--- config.mk ---
export PLATFORM = sky130hd
export DESIGN_NAME = uart_tx_words
export DESIGN_NICKNAME = d
export VERILOG_FILES = /design/src/rtl/uart_pkg.sv /design/src/rtl/uart_baud_tick.sv /design/src/rtl/uart_tx_words.sv
export SDC_FILE = /design/constraint.sdc
export NUM_CORES = 1
export LEC_CHECK = 0
export BUFFER_PORTS_ARGS = -buffer_cell sky130_fd_sc_hd__buf_2
export CORE_MARGIN = 3
export CORE_UTILIZATION = 40
export DETAILED_ROUTE_END_ITERATION = 10
export HOLD_SLACK_MARGIN = 0.15
export SLEW_MARGIN = 20
export SYNTH_ARGS = -nofsm -noshare
export SYNTH_HDL_FRONTEND = slang
export SYNTH_HIERARCHICAL = 1
export SYNTH_SLANG_ARGS = --single-unit
--- constraint.sdc ---
create_clock -name clk -period 3.8 [get_ports clk]
set_input_delay 1.14 -clock clk [delete_from_list [all_inputs] [get_ports clk]]
set_output_delay 1.14 -clock clk [all_outputs]
set_load 0.01 [all_outputs]
--- src/rtl/uart_pkg.sv ---
// Shared types and constants for the UART transmit/receive paths.
// Both directions frame packets the same way, so the line levels live here.
package uart_pkg;

   typedef enum logic {IDLE, SEND} tx_state_t;

   localparam logic START_BIT = 1'b0;
   localparam logic STOP_BIT  = 1'b1;

   function automatic int calc_n_words(input int w_bus, input int bits_per_word);
      return w_bus / bits_per_word;
   endfunction

endpackage

--- src/rtl/uart_baud_tick.sv ---
// Baud-rate divider: emits a one-cycle tick on the last clock of every UART bit.
// While disabled the counter is held at zero, so each new packet starts on a clean bit boundary.
module uart_baud_tick #(
   parameter int CLOCKS_PER_PULSE = 4
) (
   input  logic clk,
   input  logic rst,
   input  logic en,
   output logic tick
);

   localparam int CNT_W = (CLOCKS_PER_PULSE > 1) ? $clog2(CLOCKS_PER_PULSE) : 1;

   logic [CNT_W-1:0] pulse_cnt;

   assign tick = en && (pulse_cnt == CNT_W'(CLOCKS_PER_PULSE - 1));

   always_ff @(posedge clk or posedge rst) begin
      if (rst) begin
         pulse_cnt <= '0;
      end else if (!en || tick) begin
         pulse_cnt <= '0;
      end else begin
         pulse_cnt <= pulse_cnt + CNT_W'(1);
      end
   end

endmodule

--- src/rtl/uart_tx_words.sv ---
// Serialises one wide result bus into N_WORDS back-to-back UART packets on tx.
// Word 0 (the LSBs of s_data) goes first; every packet is start, data LSB-first, then stop/pad ones.
module uart_tx_words
   import uart_pkg::*;
#(
   parameter int CLOCKS_PER_PULSE = 4,
   parameter int BITS_PER_WORD    = 8,
   parameter int PACKET_SIZE      = 13,
   parameter int W_BUS            = 64
) (
   input  logic             clk,
   input  logic             rst,
   input  logic             s_valid,
   output logic             s_ready,
   input  logic [W_BUS-1:0] s_data,
   output logic             tx,
   output logic             busy
);

   localparam int N_WORDS = calc_n_words(W_BUS, BITS_PER_WORD);
   localparam int BIT_W   = $clog2(PACKET_SIZE);
   localparam int WORD_W  = (N_WORDS > 1) ? $clog2(N_WORDS) : 1;

   if (W_BUS % BITS_PER_WORD != 0) begin : g_bad_bus_width
      $error("uart_tx_words: W_BUS must be a multiple of BITS_PER_WORD");
   end
   if (PACKET_SIZE < BITS_PER_WORD + 2) begin : g_bad_packet_size
      $error("uart_tx_words: PACKET_SIZE must leave room for start and stop bits");
   end

   tx_state_t           state;
   logic [BIT_W-1:0]    bit_cnt;
   logic [WORD_W-1:0]   word_cnt;
   logic [W_BUS-1:0]    shreg;
   logic                tx_q;
   logic                tick;

   assign s_ready = (state == IDLE);
   assign busy    = (state == SEND);
   assign tx      = tx_q;

   uart_baud_tick #(
      .CLOCKS_PER_PULSE (CLOCKS_PER_PULSE)
   ) u_baud_tick (
      .clk  (clk),
      .rst  (rst),
      .en   (state == SEND),
      .tick (tick)
   );

   // tx is loaded one bit ahead: on each tick it takes the level of the bit that starts next.
   // Words sit contiguously in shreg, so one right shift per data bit walks through all of them.
   always_ff @(posedge clk or posedge rst) begin
      if (rst) begin
         state    <= IDLE;
         bit_cnt  <= '0;
         word_cnt <= '0;
         shreg    <= '0;
         tx_q     <= STOP_BIT;
      end else begin
         case (state)
            IDLE: begin
               tx_q     <= STOP_BIT;
               bit_cnt  <= '0;
               word_cnt <= '0;
               if (s_valid) begin
                  shreg <= s_data;
                  tx_q  <= START_BIT;
                  state <= SEND;
               end
            end
            SEND: begin
               if (tick) begin
                  if (bit_cnt == BIT_W'(PACKET_SIZE - 1)) begin
                     bit_cnt <= '0;
                     if (word_cnt == WORD_W'(N_WORDS - 1)) begin
                        word_cnt <= '0;
                        tx_q     <= STOP_BIT;
                        state    <= IDLE;
                     end else begin
                        word_cnt <= word_cnt + WORD_W'(1);
                        tx_q     <= START_BIT;
                     end
                  end else begin
                     bit_cnt <= bit_cnt + BIT_W'(1);
                     if (bit_cnt < BIT_W'(BITS_PER_WORD)) begin
                        tx_q  <= shreg[0];
                        shreg <= shreg >> 1;
                     end else begin
                        tx_q <= STOP_BIT;
                     end
                  end
               end
            end
            default: state <= IDLE;
         endcase
      end
   end

endmodule

==> key figures <==
Route
  • Total Wirelength: 6610 µm
  • WL/cell: 14.9 µm
  • Vias per cell: ~5
  • Post-DRT Antenna Nets: 0
  • First-pass detailed-route iteration total: 4
  • DR DRC count: 0
  • Via count: between 2,000 and 2,500
  • Starting DRT DRC Count: 75

Power and ir drop
  • Leak: approximately 2.2 nW
  • Clock power share: 0.213
  • Power Density: approximately 640 nW/µm²
  • Sequential share of power: 0.463
  • Int Pwr: roughly 2.0 mW
  • Psw: 0.746 mW
  • Combinational fraction of design power: 0.324
  • Peak supply drop: roughly 0.33 mV
  • Switch share: 0.271

GRT
  • Remaining Overflow, GRT: 0
  • Global Route Usage Sum: 0.134
  • Largest net degree at the start of global routing: between 40 and 50
  • Number of global-route vias before repair: between 2,000 and 2,500
  • Initial antenna violation count: 2
  • First-pass GRT wire length: ~11,000 µm

Yosys
  • Register area share after synthesis: 0.505
  • Syn_area_per_cell: roughly 14 µm²
  • Mux share of post-synthesis cell area: 0.390
  • Synthesized Nets: between 300 and 400
  • Synth Area in XOR/XNOR: 0
  • Simple-Gate Fraction of Synth Area: 0.0323
  • Post-Syn Instances: 262
  • Largest family of logic cells by synthesized area: multiplexers
  • Post-synth cell types: 32
  • YS warnings: 6
  • Synth Cell Area: around 3700 µm²
  • Compound-Gate Fraction of Synth Area: 0.0225
  • Register bit total from synthesis: 75
  • Adder-cell share of the synthesized area: 0.0168

Die
  • Die Ht: 102 µm
  • I/O Pins: 70
  • Die W: a little over 100 µm
  • Die Area: around 10,000 µm²
  • Num rows: 34
  • Core area: ~8900 µm²
  • Initial core utilization: 0.418

Critical path
  • Reg2reg path depth: 5
  • Kind of critical path: flop to output port
  • Capturing point of the worst reg2reg path: shreg[35]$_DFFE_PP0P_
  • Worst Setup End Kind: output port
  • Startpoint types: flop
  • CP required: approximately 2.7 ns
  • Critical path data arrival time: around 1.7 ns
  • RR Startpoint: busy$_DFF_PP0_
  • CP max FO: 38
  • Worst reg2reg setup slack: approximately 1.4 ns

STA
  • Final period util: 0.740
  • RSZ-0062 raised after global routing: false
  • Pins Over Slew Limit: 0
  • Hold Slack: 0.464 ns
  • Total Neg Setup Slack: 0 ns
  • Final Skew: 0.00886 ns
  • Final min period: between 2 and 3 ns
  • Final Setup Violations: 0
  • Measured slew at the worst slew-check pin: between 0.7 and 0.8 ns
  • Slew margin rel.: 0.494
  • FMAX: 356 MHz
  • Final hold vios: 0

Clocking
  • Root buf cell: clkbuf_8
  • CTS sink cnt: 75
  • Clk slew on worst S/H paths: ~0.070 ns
  • CTS Buffer Depth: 2
  • CTS hold repair buffers: 0
  • Setup bufs post-CTS: 0
  • CTS Buf Count: 9
  • CTS tree: yes
  • Htree depth: 3
  • Clk Latency, worst-skew pair: 0.34 ns
  • CTS resizes: 0

Final layout
  • Register area: approximately 1900 µm²
  • # nets final: between 400 and 500
  • Layout area overhead: 16.3%
  • Post-layout util: 0.486
  • Multi-input gate area: around 1700 µm²
  • Diodes inserted: 0
  • Commonest non-fill, non-tap cell in the layout: mux2_2
  • Share of cells above drive strength 1: 0.640
  • Most frequent cells in the layout: 121 x mux2_2, 73 x dfrtp_1, 69 x buf_2
  • Fillers: about 840

Placed design
  • Count of input and output buffers: between 60 and 70
  • Post-DP HPWL: 4460 µm
  • RD Place Congestion: 0.690

Job
  • Max cap viols: 0

Worst hold path
  • Hold path startpoint: u_baud_tick/pulse_cnt[0]$_DFF_PP0_
  • Hold Path Stages: 1
  • Hold worst-path end: u_baud_tick/pulse_cnt[0]$_DFF_PP0_
  • HP Class: flop to flop

Outcome
  • Outcome: complete, no violations
==> area by class of cell <==
type	instances	area share
inverter	6	0.00521
clock inverter	5	0.0124
timing repair buffer	73	0.0897
tap	108	0.0312
sequential	75	0.434
clock buffer	11	0.0304
multi-input combinational	166	0.397
==> per-layer routing <==
| metal | routed length [µm] | global-route usage | vias to the layer above |
|---|---|---|---|
| met5 | 28 | 0 | - |
| met4 | 89 | 0.0454 | 4 |
| met3 | 498 | 0.0594 | 13 |
| li1 | - | - | 1078 |
| met1 | 3000 | 0.171 | 1098 |
| met2 | 3000 | 0.202 | 59 |
==> kinds of logic (layout without fill, tap and decap cells) <==
kind of cell    Yosys count  in the layout
compound gates           12             12
fa+ha+maj                 5              5
buf+inv                  21             95
flops                    75             75
mux                     129            129
simple gates             20             20
==> power groups by stage <==
stage | clock network, mW | logic [mW] | registers (mW)
4_1_cts | 0.613 | 0.912 | 1.28
2_1_floorplan | 0 | 0.797 | 1.25
6_report | 0.586 | 0.893 | 1.28
3_3_place_gp | 0 | 0.883 | 1.28
5_1_grt | 0.644 | 0.999 | 1.32
3_5_place_dp | 0 | 0.909 | 1.29
==> critical path, stage by stage (launching register included) <==
cell and delay (ns):
dfrtp_2 0.86, inv_2 0.24, buf_2 0.21
==> how the worst max path moves through the flow <==
| stage | start | end | cells after the start |
|---|---|---|---|
| floorplan | rst | bit_cnt[0]$_DFFE_PP0P_ | 1 |
| global placement | busy$_DFF_PP0_ | s_ready | 2 |
| detailed placement | busy$_DFF_PP0_ | s_ready | 2 |
| CTS | busy$_DFF_PP0_ | s_ready | 2 |
| global route | busy$_DFF_PP0_ | s_ready | 2 |
| finish | busy$_DFF_PP0_ | s_ready | 2 |
==> Yosys cell counts (all sizes together) <==
master | count | area (µm²)
a21o | 1 | 7.51
a21oi | 7 | 46.3
and2 | 1 | 7.51
and3 | 1 | 6.26
and3b | 2 | 17.5
buf | 11 | 88.8
clkbuf | 4 | 15.0
dfrtp | 74 | 1850
dfstp | 1 | 26.3
ha | 5 | 62.6
inv | 6 | 22.5
mux2 | 126 | 1420
mux2i | 3 | 30.0
nand2 | 2 | 7.51
nand2b | 1 | 6.26
nand3 | 3 | 15.0
nand3b | 1 | 7.51
nand4 | 1 | 6.26
nor2 | 4 | 15.0
nor3 | 1 | 5.00
nor3b | 1 | 12.5
o211ai | 1 | 7.51
o21ai | 1 | 5.00
o221ai | 1 | 8.76
o22a | 1 | 8.76
or3 | 1 | 6.26
or4 | 1 | 7.51
==> registers in the layout, indices dropped and copies added, names as in the netlist <==
signal / count
bit_cnt: 4
busy: 1
shreg: 64
tx: 1
u_baud_tick/pulse_cnt: 2
word_cnt: 3
==> metrics by stage <==
stage | power, mW | worst slack (ns) | instances | cell area, µm²
6_report | 2.76 | 0.989 | 444 | 4330
5_1_grt | 2.96 | 0.825 | 444 | 4330
4_1_cts | 2.81 | 0.940 | 444 | 4330
3_5_place_dp | 2.20 | 1.33 | 428 | 4140
3_3_place_gp | 2.17 | 1.34 | 428 | 4140
2_1_floorplan | 2.04 | 0.808 | 262 | 3720
Note: power is estimated with default switching activity, not from simulation.
